$ cat src/rtl/uart_rx_8n1.sv
`default_nettype none
// ============================================================================
//  Module   : uart_rx_8n1
//  Brief    : 8N1 UART receiver, OVERSAMPLE clocks per bit, framed-byte strobe
//  Revision : 1.0 - initial release
// ============================================================================
module uart_rx_8n1 #(
  parameter int OVERSAMPLE = 8
) (
  input  logic       clk,
  input  logic       rst_n,
  input  logic       ena,
  input  logic       rx_in,
  output logic [7:0] data_out,
  output logic       data_valid,
  output logic       frame_err,
  output logic       busy,
  output logic [1:0] debug_state_out,
  output logic [2:0] debug_bit_cnt_out
);

  localparam int c_os_w = $clog2(OVERSAMPLE);
  localparam logic [c_os_w-1:0] c_os_half = c_os_w'(OVERSAMPLE/2 - 1);
  localparam logic [c_os_w-1:0] c_os_last = c_os_w'(OVERSAMPLE - 1);
  localparam logic [c_os_w-1:0] c_os_one  = c_os_w'(1);

  localparam logic [1:0] c_st_idle  = 2'd0;
  localparam logic [1:0] c_st_start = 2'd1;
  localparam logic [1:0] c_st_data  = 2'd2;
  localparam logic [1:0] c_st_stop  = 2'd3;

  logic              r_rx_meta;
  logic              r_rx_s;
  logic              r_rx_prev;
  logic [2:0]        r_fill;
  logic [1:0]        r_state;
  logic [1:0]        w_state_nxt;
  logic [c_os_w-1:0] r_os_cnt;
  logic [2:0]        r_bit_cnt;
  logic [7:0]        r_shreg;
  logic [7:0]        r_data_out;
  logic              r_data_valid;
  logic              r_frame_err;
  logic              w_start;
  logic              w_os_half;
  logic              w_os_last;

  // r_fill marks when the sync chain holds real line samples instead of its
  // reset ones, so a line still low at reset release cannot fake an edge.
  always_ff @(posedge clk or negedge rst_n) begin
    if (!rst_n) begin
      r_rx_meta <= 1'b1;
      r_rx_s    <= 1'b1;
      r_rx_prev <= 1'b1;
      r_fill    <= 3'b000;
    end else begin
      r_rx_meta <= rx_in;
      r_rx_s    <= r_rx_meta;
      r_rx_prev <= r_rx_s;
      r_fill    <= {r_fill[1:0], 1'b1};
    end
  end

  assign w_start   = r_fill[2] & r_rx_prev & ~r_rx_s;
  assign w_os_half = (r_os_cnt == c_os_half);
  assign w_os_last = (r_os_cnt == c_os_last);

  always_ff @(posedge clk or negedge rst_n) begin
    if (!rst_n) begin
      r_state <= c_st_idle;
    end else begin
      r_state <= w_state_nxt;
    end
  end

  always_comb begin
    w_state_nxt = r_state;
    if (ena) begin
      case (r_state)
        c_st_idle:  if (w_start) w_state_nxt = c_st_start;
        c_st_start: if (w_os_half) w_state_nxt = r_rx_s ? c_st_idle : c_st_data;
        c_st_data:  if (w_os_last && (r_bit_cnt == 3'd7)) w_state_nxt = c_st_stop;
        c_st_stop:  if (w_os_last) w_state_nxt = c_st_idle;
        default:    w_state_nxt = c_st_idle;
      endcase
    end
  end

  always_comb begin
    busy              = (r_state != c_st_idle);
    debug_state_out   = r_state;
    debug_bit_cnt_out = r_bit_cnt;
  end

  always_ff @(posedge clk or negedge rst_n) begin
    if (!rst_n) begin
      r_os_cnt     <= '0;
      r_bit_cnt    <= 3'd0;
      r_shreg      <= 8'h00;
      r_data_out   <= 8'h00;
      r_data_valid <= 1'b0;
      r_frame_err  <= 1'b0;
    end else begin
      r_data_valid <= 1'b0;
      if (ena) begin
        case (r_state)
          c_st_idle: begin
            if (w_start) r_os_cnt <= '0;
          end
          c_st_start: begin
            if (w_os_half) begin
              r_os_cnt  <= '0;
              r_bit_cnt <= 3'd0;
            end else begin
              r_os_cnt <= r_os_cnt + c_os_one;
            end
          end
          c_st_data: begin
            if (w_os_last) begin
              r_shreg   <= {r_rx_s, r_shreg[7:1]};
              r_os_cnt  <= '0;
              r_bit_cnt <= r_bit_cnt + 3'd1;
            end else begin
              r_os_cnt <= r_os_cnt + c_os_one;
            end
          end
          default: begin
            // Stop-bit sample: a low stop bit flags the frame and keeps the old byte.
            if (w_os_last) begin
              r_os_cnt <= '0;
              if (r_rx_s) begin
                r_data_out   <= r_shreg;
                r_data_valid <= 1'b1;
                r_frame_err  <= 1'b0;
              end else begin
                r_frame_err <= 1'b1;
              end
            end else begin
              r_os_cnt <= r_os_cnt + c_os_one;
            end
          end
        endcase
      end
    end
  end

  assign data_out   = r_data_out;
  assign data_valid = r_data_valid;
  assign frame_err  = r_frame_err;

endmodule
`default_nettype wire

$ cat config.mk
export PLATFORM = sky130hd
export DESIGN_NAME = uart_rx_8n1
export DESIGN_NICKNAME = d
export VERILOG_FILES = /design/src/rtl/uart_rx_8n1.sv
export SDC_FILE = /design/constraint.sdc
export NUM_CORES = 1
export LEC_CHECK = 0
export CORE_MARGIN = 4
export CORE_UTILIZATION = 40
export CTS_BUF_LIST = sky130_fd_sc_hd__clkbuf_8 sky130_fd_sc_hd__clkbuf_16
export CTS_CLUSTER_DIAMETER = 50
export DETAILED_ROUTE_END_ITERATION = 7
export HOLD_SLACK_MARGIN = 0.08
export PLACE_DENSITY = 0.68
export REMOVE_ABC_BUFFERS = 1
export SKIP_CTS_REPAIR_TIMING = 1
export SYNTH_ARGS = -nofsm -noshare
export SYNTH_HDL_FRONTEND = slang
export SYNTH_SLANG_ARGS = --single-unit
$ cat constraint.sdc
create_clock -name clk -period 2.78 [get_ports clk]
set_input_delay 0.278 -clock clk [delete_from_list [all_inputs] [get_ports clk]]
set_output_delay 0.278 -clock clk [all_outputs]
set_load 0.03 [all_outputs]
==> Word level (Yosys, flattened, before mapping) <==
Index checks and enable logic that the tools add are counted.
W data, S select, Z words.
{ "word_totals": {"ff_bits": 32, "inputBits": 4, "wordCells": 57} }
{ "op_classes": {"add_sub_neg": 2, "n_eq_ne": 11, "n_mux": 18, "bitwise_logic": 4, "reduce_logical": 11} }
{ "ops": {"columns": ["op", "count"], "rows": [
  ["$mux W3", 5],
  ["$pmux W3 S2", 2],
  ["$mux W2", 5],
  ["$ne A2 B2 Y1 const B", 5],
  ["$pmux W2 S4", 1],
  ["$reduce_and A4 Y1", 2],
  ["$add A3 B1 Y3 const B", 2],
  ["$eq A3 B3 Y1 const B", 2],
  ["$reduce_and A3 Y1", 2],
  ["$mux W1", 5],
  ["$reduce_and A5 Y1", 1],
  ["$eq A2 B2 Y1 const B", 2],
  ["$reduce_bool A2 Y1", 2],
  ["$eq A3 B2 Y1 const B", 1],
  ["$reduce_or A3 Y1", 1],
  ["$and A1 B1 Y1", 2],
  ["$eq A2 B1 Y1 const B", 1],
  ["$logic_not A2 Y1", 1],
  ["$not A1 Y1", 2],
  ["$reduce_and A2 Y1", 1],
  ["$logic_and A1 B1 Y1", 1]
]} }

==> Depth between registers and ports, before layout <==
Gate-level depths: netlist (run 1).
{ "depth": {"depth_word": 4, "mapped_depth": 6, "mapped_depth_nobuf": 6} }

==> Worst setup path before layout (run 1) <==
OpenSTA, ideal clock, no wires.
{ "synth_path": {"path_kind": "register to register", "from": "register r_os_cnt[0]", "to": "register r_shreg[0]", "setup_ns": 0.125, "arrival_time_ns": 1.569, "slack_ns": 1.085, "path_stages_with_launch": 7, "cell_sequence": "dfrtp_1 -> ha_1 -> ha_1 -> and3b_1 -> and2_1 -> buf_6 -> mux2_4"} }
{ "synth_via": {"elab_chain_cells": 2} }
{ "synth_lines": {"columns": ["item", "line", "text"], "rows": [
  ["start, declared", "38", "logic [c_os_w-1:0] r_os_cnt;"],
  ["start signal, assigned", "115", "r_os_cnt <= r_os_cnt + c_os_one;"],
  ["start signal, assigned", "124", "r_os_cnt <= r_os_cnt + c_os_one;"],
  ["start signal, assigned", "139", "r_os_cnt <= r_os_cnt + c_os_one;"],
  ["$eq A3 B3 Y1", "66", "assign w_os_last = (r_os_cnt == c_os_last);"],
  ["$reduce_and A3 Y1 (no source line)", null, null],
  ["end signal, assigned", "120", "r_shreg <= {r_rx_s, r_shreg[7:1]};"],
  ["end, declared", "40", "logic [7:0] r_shreg;"]
]} }
Every way passes these cells.
A chain may end at the register's enable or synchronous reset.

==> Final worst setup path (run 1) <==
{ "layout_path": {"from": "register r_os_cnt[1]", "to": "register r_shreg[7]"} }
Same word-level chain as after synthesis.

==> results of run 1 <==
per-layer routing:
metal	track usage (%)	vias to the layer above	wire [µm]
met3	3.71	2	76
met1	14.9	398	1110
li1	-	391	-
met4	5.33	0	16
met2	20.2	15	1110
met5	0	-	0
sequential cells by signal, indices dropped and copies added (netlist names), named ones only:
signal             flops
debug_bit_cnt_out      3
r_os_cnt               3
r_rx_prev              1
r_rx_meta              1
r_fill                 3
r_rx_s                 1
debug_state_out        1
frame_err              1
data_valid             1
r_shreg                8
data_out               8
metrics by stage:
step / setup WS (ps) / cell area, µm² / total power [mW] / hold WS (ps) / util [%]
2_1_floorplan: 983 / 1360 / 0.771 / -17.6 / -
3_3_place_gp: 687 / 1610 / 0.869 / 332 / 48.3
3_5_place_dp: 629 / 1610 / 0.888 / 336 / 48.3
4_1_cts: 706 / 1700 / 1.24 / 349 / 51.0
5_1_grt: 618 / 1700 / 1.29 / 352 / 51.0
6_report: 729 / 1700 / 1.22 / 347 / 51.0
kinds of logic after synthesis:
kind of cell,after synthesis,share of synthesized area [%]
adders and majority gates,6,5.45
and+or+nand+nor,20,9.09
DFF,32,58.5
other,1,0.272
buffers and inverters,8,2.91
AOI/OAI and AO/OA,10,5.00
muxes,21,18.8
worst max-delay path by stage:
| stage | startpoint | to | slack (ps) |
|---|---|---|---|
| after floorplan | r_os_cnt[0] | r_shreg[7] | 980 |
| after global placement | ena | r_shreg[7] | 690 |
| after detailed placement | ena | r_shreg[7] | 630 |
| after CTS | r_os_cnt[1] | r_shreg[7] | 710 |
| after global routing | r_os_cnt[0] | r_shreg[7] | 620 |
| final | r_os_cnt[1] | r_shreg[7] | 730 |
report_power, final:
part / internal (mW) / switching, mW
clock: 0.194 / 0.154
combinational: 0.137 / 0.162
sequential: 0.513 / 0.0627
total: 0.845 / 0.379
worst max-delay path, stage by stage (launching register included):
cell and delay (ps):
dfrtp_1 360, ha_1 200, ha_1 260, and3b_1 200, and2_1 510, mux2_2 400
cells in the mapped netlist:
master,instances,area share (%)
buf_6,1,0.82
ha_1,6,5.5
mux2_2,3,2.5
buf_2,2,0.73
nor3b_1,1,0.55
nand4_1,2,0.91
mux2_4,7,7.6
nand2_1,5,1.4
nor2b_1,3,1.4
o211ai_1,1,0.55
mux2i_1,3,2.2
nand3_1,1,0.36
dfstp_2,3,5.7
and2_1,1,0.45
nor2_4,1,0.82
a22o_1,2,1.3
inv_1,5,1.4
nor2_1,1,0.27
a31oi_1,1,0.45
mux2_1,8,6.5
o221ai_1,1,0.64
dfrtp_1,29,53
and3b_1,4,2.5
o21ai_2,1,0.64
or2_1,1,0.45
conb_1,1,0.27
o21ai_0,4,1.5
layout make-up:
| class | instances | area, µm² | share of cell area [%] |
|---|---|---|---|
| Clock buffer | 6 | 82.6 | 4.86 |
| Timing Repair Buffer | 20 | 198 | 11.6 |
| Clock inverter | 2 | 7.51 | 0.442 |
| Sequential cell | 32 | 805 | 47.3 |
| Multi-Input combinational cell | 58 | 532 | 31.3 |
| Tap cell | 46 | 57.6 | 3.38 |
| Inverter | 5 | 18.8 | 1.10 |
==> impl_metrics.ini, run 1 <==
[run_status]
status = finished clean

[clock_network]
clk_latency_ps = 270
path_clk_slew_ps = 70
cts_tree = built
root_buffer = clkbuf_8
htreeDepth = 2
cts_buffer_depth = 2
cts_sinks = 32
numCtsBuffers = 5

[layout]
antenna_cells = 0
nets = 132
final_cell_mix = 29 x dfrtp_1, 19 x clkdlybuf4s50_1, 8 x mux2_1, 7 x inv_1, 7 x mux2_4
final_cells = 169
drive_gt1_share_pct = 17.9
fill_cells = 305
layout_commonest_cell = dfrtp_1
area_growth_syn_to_layout_pct = 23.5

[worst_setup_path]
rrSetupSlack_ps = 730
critPathLaunchType = register
path_max_fanout = 11
worstPathArrival_ps = 2200
required_ps = 2930
crit_type = register to register
r2r-start = r_os_cnt[1]
cp-end-kind = register
timing.rr.end = r_shreg[7]
rr_worst_depth = 5

[logic_synthesis]
yosysSeqAreaShare_pct = 58.5
synth-seq-cells = 32
synthesis.area_um2 = 1380
synth_cell_types = 27
yosys_warnings = 0
syn-mean-instance-area_um2 = 14.0
synth_cells = 98

[placement]
dpl.hpwl_mm = 1.61
numPortBuffers = 19
place.gp.congestion = 0.714
dp_cells = 161

[routing]
vias_per_cell = 4.77
vias = 806
drc = 0
final_antenna_net_count = 0
drt-wirelength-per-cell_um = 13.7
initialDrtViolationCount = 13
drt-total-wl_mm = 2.32
firstDrtPassIters = 4

[sta]
period_share_pct = 73.8
min_period_ps = 2050
max_slew_margin_pct = 60.6
hold_violations = 0
setup_viol = 0
rsz0062_at_grt = no
maxSlewViolCount = 0
skew_ps = 7.29
fmax_mhz = 488
worst_pin_slew_ps = 591
final.setup.tns_ps = 0

[grt]
grt_use_total_pct = 12.3
grt_pass1_wl_mm = 4.06
overflow = 0
antenna_found_initial = 0
grt_start_max_net_pins = 33
grt_pass1_vias = 863

[die]
core_um2 = 3340
core.rowCount = 21
die_y_um = 66.7
dieArea_um2 = 4440
start_util_pct = 41.2
dieWidth_um = 66.7
ios = 20

[power]
power.density_nw_per_um2 = 720
vdd_ir_drop_max_v = 0.000418
leakage_nw = 0.829

[hold_path]
hold_depth = 0
min_from = r_fill[1]
hold_path_class = register to register
holdPathEnd = r_fill[2]

[job]
maxCapViolations = 0
No activity file was read; power rests on OpenSTA's default activity.
==> run 2, diff against run 1 <==
clock period = 1.9 ns   (was 2.78 ns; I/O delays follow)
==> run 2 against run 1 <==
Combinational power grew 68%. Critical path depth shrank 3. Sequential power grew 42%. Sequential share of layout area shrank 1.7 points. Total power grew 51%. Global-route usage grew 0.72 points. Cell count grew 3.6%. Critical path type is now register to output port. Largest power group unchanged.
==> impl_metrics.ini, run 2 (same netlist as run 1, synthesis figures left out) <==
[routing]
drt-met1-wl_mm = 1.06
vias_per_cell = 4.76
drt-total-wl_mm = 2.41
drc = 0
final_antenna_net_count = 0
vias = 833
firstDrtPassIters = 2
met3WireLength_um = 97
wl_met2_mm = 1.21
drt-wirelength-per-cell_um = 13.8
dr.max_layer_used = met4
initialDrtViolationCount = 26

[run_status]
status = finished clean

[layout]
seqCellArea_um2 = 805
nets = 138
multi_input_area_um2 = 533
fill_cells = 291
layout_commonest_cell = dfrtp_1
final_cells = 175
antenna_cells = 0
drive_gt1_share_pct = 23.3
area_growth_syn_to_layout_pct = 28.3
final_cell_mix = 29 x dfrtp_1, 18 x clkdlybuf4s50_1, 8 x mux2_1, 7 x mux2_4

[grt]
grt_pass1_wl_mm = 4.17
antenna_found_initial = 0
grt_pass1_vias = 877
overflow = 0
grt_use_total_pct = 13.0
grt_start_max_net_pins = 33

[die]
core_um2 = 3340
ios = 20
core.rowCount = 21
start_util_pct = 41.2
dieWidth_um = 66.7
dieArea_um2 = 4440
die_y_um = 66.7

[worst_setup_path]
critPathTopFamily = buffers and inverters
slowest_delay_ps = 660
critPathBufInv = 2
critPathLaunchType = register
path_max_fanout = 9
crit_chain = buf_4 -> clkdlybuf4s50_1
worstPathArrival_ps = 1610
required_ps = 1710
crit_cells = 2
cp-end-kind = output port
crit_type = register to output port
rr_worst_depth = 6
slowest_stage = clkdlybuf4s50_1

[placement]
dp_cells = 166
place.gp.congestion = 0.784
place_ws_ps = -25.9
numPortBuffers = 19
dpl.hpwl_mm = 1.72

[power]
switchingPower_mw = 0.582
vdd_ir_drop_max_v = 0.000601
swShare_pct = 31.4
pwr-share-seq_pct = 44.2
pwr-share-comb_pct = 27.2
leakage_nw = 0.860
clock_power_share_pct = 28.6
power.density_nw_per_um2 = 1050
p_int_mw = 1.27

[hold_path]
hold_path_class = primary input to async pin

[job]
maxCapViolations = 0

[sta]
skew_ps = 4.61
setup_viol = 0
min_period_ps = 1800
maxSlewViolCount = 0
period_share_pct = 94.9
fin_ws_ps = 97.5
hold_violations = 0
fmax_mhz = 555
rsz0062_at_grt = no

[clock_network]
cts_tree = built
root_buffer = clkbuf_8
cts_sinks = 32
cts_buffer_depth = 2
htreeDepth = 2
numCtsBuffers = 5
clk_latency_ps = 280
path_clk_slew_ps = 70
## run 2: through the flow
| stage | hold slack (ps) | power [mW] | util, % | setup TNS, ps | cell area, µm² |
|---|---|---|---|---|---|
| 2_1_floorplan | -106 | 1.13 | - | 0 | 1360 |
| 3_3_place_gp | 333 | 1.31 | 49.4 | 0 | 1650 |
| 3_5_place_dp | 337 | 1.34 | 49.4 | -25.9 | 1650 |
| 4_1_cts | 310 | 1.87 | 52.2 | -45.7 | 1740 |
| 5_1_grt | 296 | 1.96 | 52.9 | 0 | 1770 |
| 6_report | 305 | 1.85 | 52.9 | 0 | 1770 |
## run 2: power by group through the flow
stage | clock (mW) | sequential [mW] | combinational [mW]
after floorplan | 0 | 0.893 | 0.235
after global placement | 0 | 0.823 | 0.489
after detailed placement | 0 | 0.831 | 0.509
after CTS | 0.542 | 0.819 | 0.513
after global routing | 0.580 | 0.828 | 0.551
final | 0.529 | 0.818 | 0.504
## run 2: layout make-up
| type | instances | share of cell area, % |
|---|---|---|
| well taps | 46 | 3.26 |
| repair buffers | 26 | 14.6 |
| clock inverters | 2 | 0.638 |
| clock buffers | 6 | 4.68 |
| inverters | 5 | 1.06 |
| multi-input cells | 58 | 30.2 |
| flip-flops and latches | 32 | 45.6 |
## run 2: final timing paths
path                                    startpoint                   end  slack, ps
max in group asynchronous                    rst_n             r_rx_meta       1270
worst min-delay path                         rst_n             async pin        310
worst max-delay path            debug_state_out[0]    debug_state_out[0]        100
min in group clk                             rx_in             r_rx_meta        320
worst max register to register         r_os_cnt[0]  debug_bit_cnt_out[0]        140
worst min register to register           r_fill[0]             r_fill[1]        350
## run 2: routing by layer
layer  vias up  global-route usage, %
met1       409                   15.9
met4         0                   6.60
met3         6                   4.89
li1        403                      -
met5         -                      0
met2        15                   20.0
==> run 3, diff against run 2 <==
ABC_AREA = 1   (was default)
CTS_BUF_LIST = sky130_fd_sc_hd__clkbuf_4   (was sky130_fd_sc_hd__clkbuf_8 sky130_fd_sc_hd__clkbuf_16)
PLACE_DENSITY = 0.65   (was 0.68)
==> run 3 against run 2 <==
Combinational power shrank 34%. Synthesized area down 1.5%. Die area decreased by 1.3%. Clock skew increased by 5.6 ps. Routed wire length down 0.79%. Total power down 20%. First-iteration DRC count grew to 3.0 times the previous value. Clock-buffer cell count stayed put. Synthesized cell count grew 39%. Cell count up 18%. Sequential power is 4.6% lower. Critical path type unchanged. Critical endpoint is now debug_state_out[1]. Largest power group unchanged.
==> impl_metrics.ini, run 3 <==
[run_status]
status = finished clean

[sta]
min_period_ps = 1770
maxSlewViolCount = 0
setup_viol = 0
fmax_mhz = 566
period_share_pct = 92.9
rsz0062_at_grt = no
skew_ps = 10.2
fin_ws_ps = 134
hold_violations = 0

[placement]
dpl.hpwl_mm = 1.69
place_ws_ps = 276
place.gp.congestion = 0.819
numPortBuffers = 19
dp_cells = 198

[grt]
overflow = 0
antenna_found_initial = 0
grt_start_max_net_pins = 33
grt_pass1_wl_mm = 4.36
grt_pass1_vias = 981
grt_use_total_pct = 13.2

[routing]
drt-wirelength-per-cell_um = 11.6
firstDrtPassIters = 3
drt-total-wl_mm = 2.39
vias = 945
drc = 0
initialDrtViolationCount = 77
final_antenna_net_count = 0
vias_per_cell = 4.59

[die]
core_um2 = 3150
dieArea_um2 = 4390
core.rowCount = 20
die_y_um = 66.2
dieWidth_um = 66.2
ios = 20
start_util_pct = 43.0

[power]
p_total_mw = 1.49
power.density_nw_per_um2 = 900
vdd_ir_drop_max_v = 0.000401
leakage_nw = 0.778

[logic_synthesis]
syn-mean-instance-area_um2 = 9.97
synth_edf_count = 0
synthTopCellsByCount = 36 x nand2_1, 29 x dfrtp_1, 17 x inv_1, 13 x o21ai_0, 9 x nand3_1
synth_area_leader_cell = dfrtp_1
synth.area.top_cells = dfrtp_1 54%, nand2_1 10%, dfstp_2 5.8%
synth-seq-cells = 32
synth_cells = 136
synthFlopType = dfrtp_1
synth_cell_types = 20
yosysSeqAreaShare_pct = 59.3
synth_async_sr_flop_share_pct = 100
yosys_warnings = 0
yosysMostFrequentCell = nand2_1
yosys.area.top_type_share_pct = 53.5
synthesis.area_um2 = 1360

[clock_network]
numCtsBuffers = 5
cts_sinks = 32
htreeDepth = 2
root_buffer = clkbuf_4
cts_buffer_depth = 2
clk_latency_ps = 330
cts_tree = built
path_clk_slew_ps = 100

[layout]
area_growth_syn_to_layout_pct = 21.9
layout_commonest_cell = nand2_1
final_cells = 206
antenna_cells = 0
final_cell_mix = 36 x nand2_1, 29 x dfrtp_1, 18 x clkdlybuf4s50_1, 17 x inv_1, 13 x o21ai_0
drive_gt1_share_pct = 15.4
nets = 171

[hold_path]
hold_path_class = primary input to async pin

[worst_setup_path]
required_ps = 1710
slowest_delay_ps = 730
slowest_stage = clkdlybuf4s50_1
path_max_fanout = 8
worstPathArrival_ps = 1580
cp-end-kind = output port
critPathBufInv = 1
critPathTopFamily = buffers and inverters
critPathLaunchType = register
crit_chain = clkdlybuf4s50_1
crit_type = register to output port

[job]
maxCapViolations = 0
run 3: layer usage:
| metal | track usage [%] | vias up | part of all wire [%] |
|---|---|---|---|
| met5 | 0 | - | 0 |
| met4 | 6.09 | 0 | 2.0 |
| met3 | 5.44 | 7 | 4.9 |
| met2 | 21.1 | 16 | 48 |
| met1 | 15.4 | 443 | 45 |
| li1 | - | 479 | - |
run 3: cell families (layout without fill, tap and decap cells):
group | Yosys count | in the layout | synth area share (%)
flops | 32 | 32 | 59.3
fa+ha+maj | 6 | 6 | 5.53
simple gates | 54 | 54 | 17.5
other cells | 1 | 1 | 0.276
compound gates | 21 | 21 | 10.5
buf+inv | 22 | 48 | 6.83
run 3: path summary, 6_finish.rpt:
path / from / endpoint / slack (ps) / cells after the start
worst min register to register: r_rx_meta / r_rx_s / 360 / 0
max in group asynchronous: rst_n / r_rx_meta / 1330 / 2
worst min-delay path: rst_n / debug_bit_cnt_out[2] / 240 / 2
worst max register to register: r_os_cnt[0] / r_shreg[3] / 230 / 7
worst max-delay path: register / debug_state_out[1] / 130 / 1
min in group clk: rx_in / r_rx_meta / 270 / 1
run 3: final cells by class:
class                   instances  area, µm²
clock buffers                   6       45.0
flip-flops and latches         32        805
clock inverters                 2       7.51
repair buffers                 21        208
well taps                      44       55.1
fillers                       308       1500
inverters                      19       71.3
multi-input cells              82        462
run 3: metrics by stage:
stage | TNS [ps] | instance area (µm²) | utilization (%) | hold WS, ps
final | 0 | 1650 | 52.4 | 242
after global routing | 0 | 1650 | 52.4 | 259
after CTS | -56.5 | 1650 | 52.3 | 237
after detailed placement | 0 | 1600 | 50.6 | 336
after global placement | 0 | 1600 | 50.6 | 332
after floorplan | 0 | 1340 | - | -106
run 3: where the power goes:
group          switching [mW]  total (mW)  internal [mW]
Clock                   0.223       0.374          0.151
Sequential             0.0550       0.780          0.725
Combinational           0.212       0.332          0.121
Total                   0.490        1.49          0.997
